**config.mk**
```make
export PLATFORM = sky130hd
export DESIGN_NAME = button_input_flat
export DESIGN_NICKNAME = d
export VERILOG_FILES = /design/src/rtl/button_input_if.sv /design/src/rtl/button_input.sv /design/src/flat_wrapper.sv
export SDC_FILE = /design/constraint.sdc
export NUM_CORES = 1
export LEC_CHECK = 0
export ABC_AREA = 1
export CORE_ASPECT_RATIO = 0.6
export CORE_MARGIN = 1
export CORE_UTILIZATION = 50
export CTS_CLUSTER_SIZE = 10
export DETAILED_ROUTE_END_ITERATION = 6
export GPL_TIMING_DRIVEN = 1
export PLACE_DENSITY = 0.62
export SLEW_MARGIN = 20
export SYNTH_ARGS = -nofsm -noshare
export SYNTH_HDL_FRONTEND = slang
export SYNTH_SLANG_ARGS = --single-unit
```
**constraint.sdc**
```tcl
create_clock -name i_clk -period 1.95 [get_ports i_clk]
set_input_delay 0.39 -clock i_clk [delete_from_list [all_inputs] [get_ports i_clk]]
set_output_delay 0.39 -clock i_clk [all_outputs]
set_load 0.02 [all_outputs]
```
**src/rtl/button_input_if.sv**
```systemverilog
// button_input_if
//   Groups the button-side signals of button_input into one bundle.
//   Btn        raw asynchronous button levels, 1 = pressed
//   RepeatEn   per-channel auto-repeat enable
//   Level      debounced button state
//   Pressed    one-cycle pulse on accepted press and on each auto-repeat
//   Released   one-cycle pulse on accepted release
//   AnyPressed OR of Pressed, same cycle
//   master: the side that drives the buttons (board / bench)
//   slave : button_input itself
interface button_input_if #(
    parameter int N = 5
);
    logic [N-1:0] Btn;
    logic [N-1:0] RepeatEn;
    logic [N-1:0] Level;
    logic [N-1:0] Pressed;
    logic [N-1:0] Released;
    logic         AnyPressed;

    modport master (
        output Btn, RepeatEn,
        input  Level, Pressed, Released, AnyPressed
    );

    modport slave (
        input  Btn, RepeatEn,
        output Level, Pressed, Released, AnyPressed
    );
endinterface

```
**src/rtl/button_input.sv**
```systemverilog
// button_input
//   Debounced push-button front end. Each of N raw buttons is passed through
//   a two-flop synchronizer, debounced by a consecutive-agreement counter,
//   and optionally auto-repeated while held. All outputs are registered.
//   i_clk   : single clock, rising edge
//   i_reset : synchronous, active-high reset
//   bus     : button_input_if.slave (Btn, RepeatEn in; Level, Pressed,
//             Released, AnyPressed out)

// button_chan
//   One button channel: synchronizer, debounce counter, hold/repeat FSM.
//   o_press_nxt is the value Pressed will take at the next edge, exported so
//   the top can register AnyPressed in the same cycle as Pressed.
module button_chan #(
    parameter int DEBOUNCE_CYCLES = 1000000,
    parameter int HOLD_CYCLES     = 50000000,
    parameter int REPEAT_CYCLES   = 10000000,
    parameter int CNT_W           = 26
) (
    input  logic i_clk,
    input  logic i_reset,
    input  logic i_btn,
    input  logic i_rep_en,
    output logic o_level,
    output logic o_pressed,
    output logic o_released,
    output logic o_press_nxt
);
    typedef enum logic [1:0] {IDLE, FIRST, REPEAT} phase_t;

    localparam logic [CNT_W-1:0] DEB_LAST  = CNT_W'(DEBOUNCE_CYCLES - 1);
    localparam logic [CNT_W-1:0] HOLD_LAST = CNT_W'(HOLD_CYCLES - 1);
    localparam logic [CNT_W-1:0] REP_LAST  = CNT_W'(REPEAT_CYCLES - 1);

    logic             r_s1, r_s2;
    logic [CNT_W-1:0] r_dcnt, r_hcnt;
    logic             r_level, r_pressed, r_released;
    phase_t           r_state;

    logic [CNT_W-1:0] w_dcnt_nxt, w_hcnt_nxt;
    logic             w_rise, w_fall, w_rep;
    phase_t           w_state_nxt;

    always_comb begin
        w_dcnt_nxt  = r_dcnt + 1'b1;
        w_rise      = 1'b0;
        w_fall      = 1'b0;
        w_rep       = 1'b0;
        w_state_nxt = r_state;
        w_hcnt_nxt  = r_hcnt;

        // Debounce: any agreeing sample restarts the run of disagreements.
        if (r_s2 == r_level) begin
            w_dcnt_nxt = '0;
        end else if (r_dcnt == DEB_LAST) begin
            w_dcnt_nxt = '0;
            w_rise     = r_s2;
            w_fall     = ~r_s2;
        end

        // Hold/repeat. Accepted edges override counting, so a repeat pulse
        // can never coincide with a press or release of the same channel.
        if (w_fall) begin
            w_state_nxt = IDLE;
            w_hcnt_nxt  = '0;
        end else if (w_rise) begin
            w_state_nxt = FIRST;
            w_hcnt_nxt  = '0;
        end else begin
            case (r_state)
                FIRST: begin
                    if (!i_rep_en) begin
                        w_hcnt_nxt = '0;
                    end else if (r_hcnt == HOLD_LAST) begin
                        w_rep       = 1'b1;
                        w_hcnt_nxt  = '0;
                        w_state_nxt = REPEAT;
                    end else begin
                        w_hcnt_nxt = r_hcnt + 1'b1;
                    end
                end
                REPEAT: begin
                    if (!i_rep_en) begin
                        w_hcnt_nxt = '0;
                    end else if (r_hcnt == REP_LAST) begin
                        w_rep      = 1'b1;
                        w_hcnt_nxt = '0;
                    end else begin
                        w_hcnt_nxt = r_hcnt + 1'b1;
                    end
                end
                default: begin
                    w_state_nxt = IDLE;
                    w_hcnt_nxt  = '0;
                end
            endcase
        end
    end

    always_ff @(posedge i_clk) begin
        if (i_reset) begin
            r_s1       <= 1'b0;
            r_s2       <= 1'b0;
            r_dcnt     <= '0;
            r_hcnt     <= '0;
            r_level    <= 1'b0;
            r_pressed  <= 1'b0;
            r_released <= 1'b0;
            r_state    <= IDLE;
        end else begin
            r_s1       <= i_btn;
            r_s2       <= r_s1;
            r_dcnt     <= w_dcnt_nxt;
            r_hcnt     <= w_hcnt_nxt;
            r_level    <= w_rise ? 1'b1 : (w_fall ? 1'b0 : r_level);
            r_pressed  <= w_rise | w_rep;
            r_released <= w_fall;
            r_state    <= w_state_nxt;
        end
    end

    assign o_level     = r_level;
    assign o_pressed   = r_pressed;
    assign o_released  = r_released;
    // Masked by reset so AnyPressed clears together with Pressed.
    assign o_press_nxt = (w_rise | w_rep) & ~i_reset;
endmodule

module button_input #(
    parameter int N               = 5,
    parameter int DEBOUNCE_CYCLES = 1000000,
    parameter int HOLD_CYCLES     = 50000000,
    parameter int REPEAT_CYCLES   = 10000000,
    parameter int CNT_W           = 26
) (
    input  logic           i_clk,
    input  logic           i_reset,
    button_input_if.slave  bus
);
    logic [N-1:0] w_level, w_pressed, w_released, w_press_nxt;
    logic         r_any;

    for (genvar g = 0; g < N; g++) begin : g_chan
        button_chan #(
            .DEBOUNCE_CYCLES (DEBOUNCE_CYCLES),
            .HOLD_CYCLES     (HOLD_CYCLES),
            .REPEAT_CYCLES   (REPEAT_CYCLES),
            .CNT_W           (CNT_W)
        ) u_chan (
            .i_clk       (i_clk),
            .i_reset     (i_reset),
            .i_btn       (bus.Btn[g]),
            .i_rep_en    (bus.RepeatEn[g]),
            .o_level     (w_level[g]),
            .o_pressed   (w_pressed[g]),
            .o_released  (w_released[g]),
            .o_press_nxt (w_press_nxt[g])
        );
    end

    // Registered from the channels' next-Pressed values: same cycle as Pressed.
    always_ff @(posedge i_clk) begin
        if (i_reset) r_any <= 1'b0;
        else         r_any <= |w_press_nxt;
    end

    assign bus.Level      = w_level;
    assign bus.Pressed    = w_pressed;
    assign bus.Released   = w_released;
    assign bus.AnyPressed = r_any;
endmodule

```
**src/flat_wrapper.sv**
```systemverilog
// flat-port wrapper written by rule: the top's interface ports become plain ports
module button_input_flat 
#(
    parameter int N               = 5,
    parameter int DEBOUNCE_CYCLES = 1000000,
    parameter int HOLD_CYCLES     = 50000000,
    parameter int REPEAT_CYCLES   = 10000000,
    parameter int CNT_W           = 26
)
  (i_clk, i_reset, bus_Btn, bus_RepeatEn, bus_Level, bus_Pressed, bus_Released, bus_AnyPressed);
  button_input_if #(.N(N)) bus_i ();
  input  logic i_clk;
  input  logic i_reset;
  input wire logic [$bits(bus_i.Btn)-1:0] bus_Btn;
  input wire logic [$bits(bus_i.RepeatEn)-1:0] bus_RepeatEn;
  output wire logic [$bits(bus_i.Level)-1:0] bus_Level;
  output wire logic [$bits(bus_i.Pressed)-1:0] bus_Pressed;
  output wire logic [$bits(bus_i.Released)-1:0] bus_Released;
  output wire logic [$bits(bus_i.AnyPressed)-1:0] bus_AnyPressed;
  assign bus_i.Btn = bus_Btn;
  assign bus_i.RepeatEn = bus_RepeatEn;
  assign bus_Level = bus_i.Level;
  assign bus_Pressed = bus_i.Pressed;
  assign bus_Released = bus_i.Released;
  assign bus_AnyPressed = bus_i.AnyPressed;
  button_input #(.N(N), .DEBOUNCE_CYCLES(DEBOUNCE_CYCLES), .HOLD_CYCLES(HOLD_CYCLES), .REPEAT_CYCLES(REPEAT_CYCLES), .CNT_W(CNT_W)) u_core (.i_clk(i_clk), .i_reset(i_reset), .bus(bus_i));
endmodule
```
==> metrics.txt, run 1 <==
result of the run=finished, final reports clean; hold path startpoint=u_core.g_chan[0].u_chan.r_s1$_SDFF_PP0_; proportion of synthesized chip area in sequential cells=between 30% and 40%; Residual DRC=0; largest net degree at the start of global routing=27; number of port buffers=27; CTS H-tree lvls=2; core area=slightly below 0.03 mm2; standard-cell rows=48; Synth Cell Area=0.0151 mm2; post-detailed-placement cell area=0.0163 mm2; final WL=35.5 mm; Setup crit end kind=primary output; mean cell area of the mapped netlist=6.89 um2; worst hold slack after final layout=between 0.4 and 0.5 ns; setup repair after global routing missed its margin=yes; count of max-cap constraint violations=0; antenna diode count=0; slowest cell on the critical path=clkdlybuf4s50_1; total congestion overflow after global routing=0; arrival time of the worst setup path=~1.5 ns; clock latency at the later pin of the worst-skew pair=0.52 ns; post-cts hold buffer count=0; path class of the lowest-slack min-delay path=register to register; initial standard-cell utilization of the core=51.7%; main flop type after synthesis=dfxtp_1; post-detailed-route via-to-cell ratio=5.05; first-pass GRT wire length=slightly below 60 mm; Area growth, synth to finish=18.7%; overall routing resource usage=between 20% and 30%; required time worst endpoint=between 1.5 and 2 ns; Peak Freq=about 530 MHz; number of max-slew violations in the final report=0; area of all placed cells without fillers=0.0179 mm2; total CTS buffers=35; Post-Synthesis Net Count=between 2000 and 2500; fraction of registers with async set or reset after synthesis=0%; total setup violations reported at the end of the flow=0; number of nets with antenna violations after routing=0; count of flip-flops with a built-in enable after synthesis=0; buffer type at the clock tree root=clkbuf_16; R2R cell count=12; Final Wtd Congestion=approximately 0.9; Worst Tran Pin Value=0.458 ns; number of top-level design ports=28; first drt pass iteration count=5; Leakage Power=6.58 nW; final clock skew=between 0.01 and 0.015 ns; die height=roughly 140 um; clock tree from TritonCTS=yes; half-perimeter wire length after detailed placement=26.1 mm; startpoint of the most critical register-to-register path=u_core.g_chan[0].u_chan.r_dcnt[0]$_SDFF_PP0_; Setup CP Type=register to primary output; number of instances in the synthesized netlist=2189; number of synthesized register bits=296; logic depth of the worst path, buffers included=1; Hold Path Depth=2; top cell family by delay on the critical path=buffers and inverters; Iteration-0 DRC Markers=between 1000 and 1500; die outline area=just over 0.03 mm2; number of buffer and inverter instances along the worst setup path=1; number of unique standard cell types used by synthesis=between 40 and 50; max incr delay on CP=0.62 ns; vias post-DR=13700; clk buf depth=3; via count of the first global-routing pass=between 10000 and 15000; crit path time final=1.90 ns; final clock period utilization by the worst path=97.3%; Crit. Startpoint=u_core.g_chan[1].u_chan.o_pressed$_SDFF_PP0_; number of antenna violations at the first check in global routing=0; chip width=226 um; Pwr Density=~670 mW/mm2; Routed wire per std cell=~13 um; final layout net count=around 2400; count of endpoints failing hold in the final timing report=0; fraction of layout cells with a size suffix above 1=13.7%; worst voltage drop across the vdd grid=between 0.5 and 0.6 mV; number of clock sinks=296; cells along the critical path=clkdlybuf4s50_1; Total Power=around 12 mW; element type at the critical path start=register; synthesis warning total=0; largest fanout of any net on the critical path=1; clock input transition at the sequential cells of the worst setup and hold paths=approximately 0.050 ns; worst-case headroom to the max-slew limit=between 60% and 70%
[sequential cells by signal, indices dropped and copies added, names as in the netlist]
register and cells:
u_core.g_chan.u_chan.o_level 5, u_core.g_chan.u_chan.o_released 5, u_core.g_chan.u_chan.r_dcnt 130, u_core.g_chan.u_chan.r_state 10
u_core.g_chan.u_chan.r_hcnt 130, u_core.g_chan.u_chan.o_pressed 5, u_core.bus.AnyPressed 1, u_core.g_chan.u_chan.r_s2 5
u_core.g_chan.u_chan.r_s1 5
[routing by layer]
metal	up-vias	wire length (um)	track usage, %
met4	0	429	4.84
li1	7238	-	-
met3	35	1920	3.89
met2	296	13900	31.1
met1	6178	19200	36.5
met5	-	0	0
[timing repair]
item	in CTS	in global routing
gates resized for setup	6	123
pin swaps	1	30
setup endpoints to repair	7	180
cloned	0	2
setup buffers	1	18
[report_power, final]
part | total, mW | switching, mW | internal [mW]
logic | 0.140 | 0.0791 | 0.0605
registers | 6.07 | 0.00657 | 6.06
clock network | 5.73 | 2.35 | 3.38
total | 11.9 | 2.44 | 9.50
[metrics by stage]
| step | std cells | setup TNS (ns) | utilization (%) | setup WS, ns |
|---|---|---|---|---|
| 2_1_floorplan | 2189 | 0 | - | 0.195 |
| 3_3_place_gp | 2661 | -0.226 | 56.0 | -0.0756 |
| 3_5_place_dp | 2661 | -0.400 | 56.0 | -0.0916 |
| 4_1_cts | 2702 | 0 | 59.2 | 0.000208 |
| 5_1_grt | 2722 | -0.189 | 61.3 | -0.0373 |
| 6_report | 2722 | 0 | 61.3 | 0.0536 |
[layout by cell type, fill, tap and decap left out, types with 7 or more instances in the layout]
master           count
nand2_1            411
nor2_1             391
inv_1              308
dfxtp_1            289
nor3_1             102
buf_4               95
nand3_1             93
a21oi_1             82
nand4_1             59
xor2_1              51
o21ai_0             49
clkbuf_16           38
nor2_2              33
xnor2_1             30
nor3b_1             25
nor2_4              25
nand2_2             24
clkdlybuf4s50_1     21
nand3_2             15
a31oi_1             13
ha_1                13
nor4_1              11
or2_2               11
nor3_4              10
buf_12              10
a211oi_1             9
inv_2                8
nand3b_1             7
nor3_2               7
dfxtp_2              7
[synthesized netlist by cell type (6+ instances only)]
library cell	number	area share (%)
a211oi_1	10	0.50
a21oi_1	84	2.8
a31oi_1	13	0.54
buf_2	16	0.53
buf_4	18	0.90
dfxtp_1	296	39
ha_1	20	1.7
inv_1	312	7.8
nand2_1	428	11
nand2_2	10	0.41
nand3_1	103	3.4
nand3_2	8	0.53
nand3b_1	7	0.35
nand4_1	59	2.4
nor2_1	418	10
nor2_2	23	0.95
nor2_4	8	0.60
nor3_1	104	3.5
nor3_2	12	0.80
nor3b_1	28	1.4
nor4_1	13	0.54
o21a_1	6	0.30
o21ai_0	54	1.8
or2_2	11	0.46
xnor2_1	30	1.7
xor2_1	51	3.0
[layout make-up]
type | count | area [um2]
repair buffers | 133 | 1210
repair inverters | 1 | 6.26
fillers | 2747 | 11300
multi-input cells | 1533 | 8100
well taps | 400 | 500
inverters | 319 | 1200
flip-flops and latches | 296 | 5930
clock buffers | 40 | 947
[cells by family (layout without fill, tap and decap cells)]
| logic type | count (synthesis) | after routing | synth area share, % |
|---|---|---|---|
| simple gates | 1250 | 1250 | 37.9 |
| fa+ha+maj | 20 | 20 | 1.66 |
| flops | 296 | 296 | 39.3 |
| xor+xnor | 81 | 81 | 4.71 |
| buf+inv | 360 | 493 | 9.76 |
| compound gates | 182 | 182 | 6.72 |
[path summary, 6_finish.rpt]
path / slack, ns / end
setup / recovery: 0.05 / bus_Pressed[1]
hold reg to reg: 0.40 / u_core.g_chan[0].u_chan.r_s2$_SDFF_PP0_
hold / removal: 0.40 / u_core.g_chan[0].u_chan.r_s2$_SDFF_PP0_
setup reg to reg: 0.09 / u_core.g_chan[0].u_chan.r_dcnt[22]$_SDFF_PP0_
No activity file was read; power rests on OpenSTA's default activity.
==> run 2: changes to the inputs <==
- REMOVE_ABC_BUFFERS: not set -> 1
==> run 2 against run 1 <==
First-iteration DRC count is 18% higher. Critical path depth is 12 higher. Utilization decreased by 0.20 points. Flip-flop and latch count unchanged. Combinational power is essentially flat. Non-clock buffer count is 1 lower. Sequential share of layout area increased by 0.14 points.
==> metrics.txt, run 2 (synthesized netlist as in run 1, its figures left out) <==
logic gate share of total power=1.1%; antenna diode count=0; number of port buffers=27; count of endpoints failing hold in the final timing report=0; power spent charging and discharging nets=2.48 mW; core area=approximately 0.029 mm2; half-perimeter wire length after detailed placement=roughly 26 mm; crit path time final=roughly 1.9 ns; Leakage Power=~6.5 nW; fraction of layout cells with a size suffix above 1=a little over an eighth; setup repair after global routing missed its margin=yes; number of top-level design ports=28; largest fanout of any net on the critical path=19; die height=~140 um; arrival time of the worst setup path=about 2.3 ns; clk buf depth=3; Clock Power Share=a little under half; worst-case headroom to the max-slew limit=69.4%; clock tree from TritonCTS=yes; Setup CP Type=register to register; element type at the critical path start=register; number of nets with antenna violations after routing=0; number of antenna violations at the first check in global routing=0; via count of the first global-routing pass=between 10000 and 15000; most common cell after layout, fill and taps aside=nand2_1; clock input transition at the sequential cells of the worst setup and hold paths=~0.05 ns; chip width=226 um; required time worst endpoint=2.39 ns; area of all placed cells without fillers=roughly 0.018 mm2; CTS H-tree lvls=2; final WL=~35 mm; standard-cell rows=48; Residual DRC=0; post-detailed-route via-to-cell ratio=just over 5; Pwr Density=approximately 670 mW/mm2; worst voltage drop across the vdd grid=about 0.45 mV; buffer type at the clock tree root=clkbuf_16; largest net degree at the start of global routing=27; first-pass GRT wire length=57.5 mm; Area growth, synth to finish=18.3%; Iteration-0 DRC Markers=1268; path class of the lowest-slack min-delay path=register to register; result of the run=finished, final reports clean; first drt pass iteration count=5; final clock skew=about 0.011 ns; highest-count cells in the layout ignoring fill and taps=416 x nand2_1, 391 x nor2_1, 307 x inv_1; number of clock sinks=a little under 300; Final Wtd Congestion=just over 0.9; vias post-DR=~14000; Worst Tran Pin Value=~0.46 ns; setup TNS=0 ns; post-detailed-placement cell area=roughly 0.016 mm2; # fillers=around 2700; relative contribution of sequential cells to total power=between 50% and 60%; Routed wire per std cell=roughly 13 um; total CTS buffers=35; Peak Freq=between 500 and 600 MHz; total internal power=approximately 9.5 mW; total congestion overflow after global routing=0; largest registers=u_core.g_chan.u_chan.r_dcnt x130, u_core.g_chan.u_chan.r_hcnt x130, u_core.g_chan.u_chan.r_state x10; number of max-slew violations in the final report=0; Setup crit end kind=register; die outline area=between 0.03 and 0.04 mm2; final layout net count=roughly 2300; Sw Ratio=20.7%; clock latency at the later pin of the worst-skew pair=~0.52 ns; overall routing resource usage=between 20 and 25%; total setup violations reported at the end of the flow=0; count of max-cap constraint violations=0; initial standard-cell utilization of the core=51.7%; final clock period utilization by the worst path=97.8%
-- run 2: cell count changes in the layout (fill, tap and decap cells not counted), sizes merged --
cell and delta:
clkdlybuf4s50 +2, clkinv -2, dlymetal6s2s -2, buf -1, clkbuf +1, inv +1
-- run 2: final timing paths --
check | startpoint | cells after the start | slack, ns | to
max | u_core.g_chan[2].u_chan.r_hcnt[0]$_SDFF_PP0_ | 13 | 0.04 | u_core.g_chan[2].u_chan.r_hcnt[18]$_SDFF_PP0_
min | u_core.g_chan[0].u_chan.r_s1$_SDFF_PP0_ | 2 | 0.40 | u_core.g_chan[0].u_chan.r_s2$_SDFF_PP0_
max reg2reg | u_core.g_chan[2].u_chan.r_hcnt[0]$_SDFF_PP0_ | 13 | 0.04 | u_core.g_chan[2].u_chan.r_hcnt[18]$_SDFF_PP0_
min reg2reg | u_core.g_chan[0].u_chan.r_s1$_SDFF_PP0_ | 2 | 0.40 | u_core.g_chan[0].u_chan.r_s2$_SDFF_PP0_
-- run 2: layout make-up --
type,instances,area (um2),share of cell area (%)
Tap cell,400,500,2.81
Clock buffer,41,941,5.27
Multi-Input combinational cell,1533,8110,45.4
Timing Repair Buffer,132,1150,6.44
Inverter,319,1200,6.74
Sequential cell,296,5940,33.3
-- run 2: worst max-delay path, cell delays in order (launching register included) --
cell	delay, ns
dfxtp_4	0.36
ha_4	0.16
nand2_4	0.09
nor2_4	0.05
buf_4	0.14
nand3_1	0.11
nor2_1	0.06
nand2_1	0.08
nand2_1	0.07
nand2_1	0.09
nand2_1	0.09
nor2_4	0.21
inv_6	0.12
nor3b_1	0.20
-- run 2: per-layer routing --
layer	GRT usage [%]	up-vias	routed length (um)
met3	3.95	50	2070
met1	36.1	6381	19100
met5	0	-	0
li1	-	7223	-
met2	30.4	341	13700
met4	5.78	0	543
-- run 2: power groups by stage --
stage | logic [mW] | registers [mW] | clock network [mW]
2_1_floorplan | 0.0503 | 6.20 | 0
3_5_place_dp | 0.131 | 6.20 | 0
4_1_cts | 0.132 | 6.07 | 5.93
3_3_place_gp | 0.129 | 6.20 | 0
5_1_grt | 0.150 | 6.06 | 6.19
6_report | 0.137 | 6.07 | 5.74
-- run 2: what timing repair did --
action	in CTS	in global routing
setup buffers	0	18
gates cloned	0	1
pin swaps	0	46
resized for setup	7	122
hold buffers	0	0
endpoints found under the setup margin	13	164
-- run 2: per-stage QoR --
step	hold WS, ns	cells	worst slack (ns)	util (%)	power, mW
final	0.395	2721	0.0429	61.1	11.9
after global routing	0.419	2721	-0.0598	61.1	12.4
after CTS	0.396	2702	0.0174	59.1	12.1
after detailed placement	0.395	2661	-0.121	55.8	6.33
after global placement	0.390	2661	-0.0656	55.8	6.33
after floorplan	0.388	2148	0.0892	-	6.25
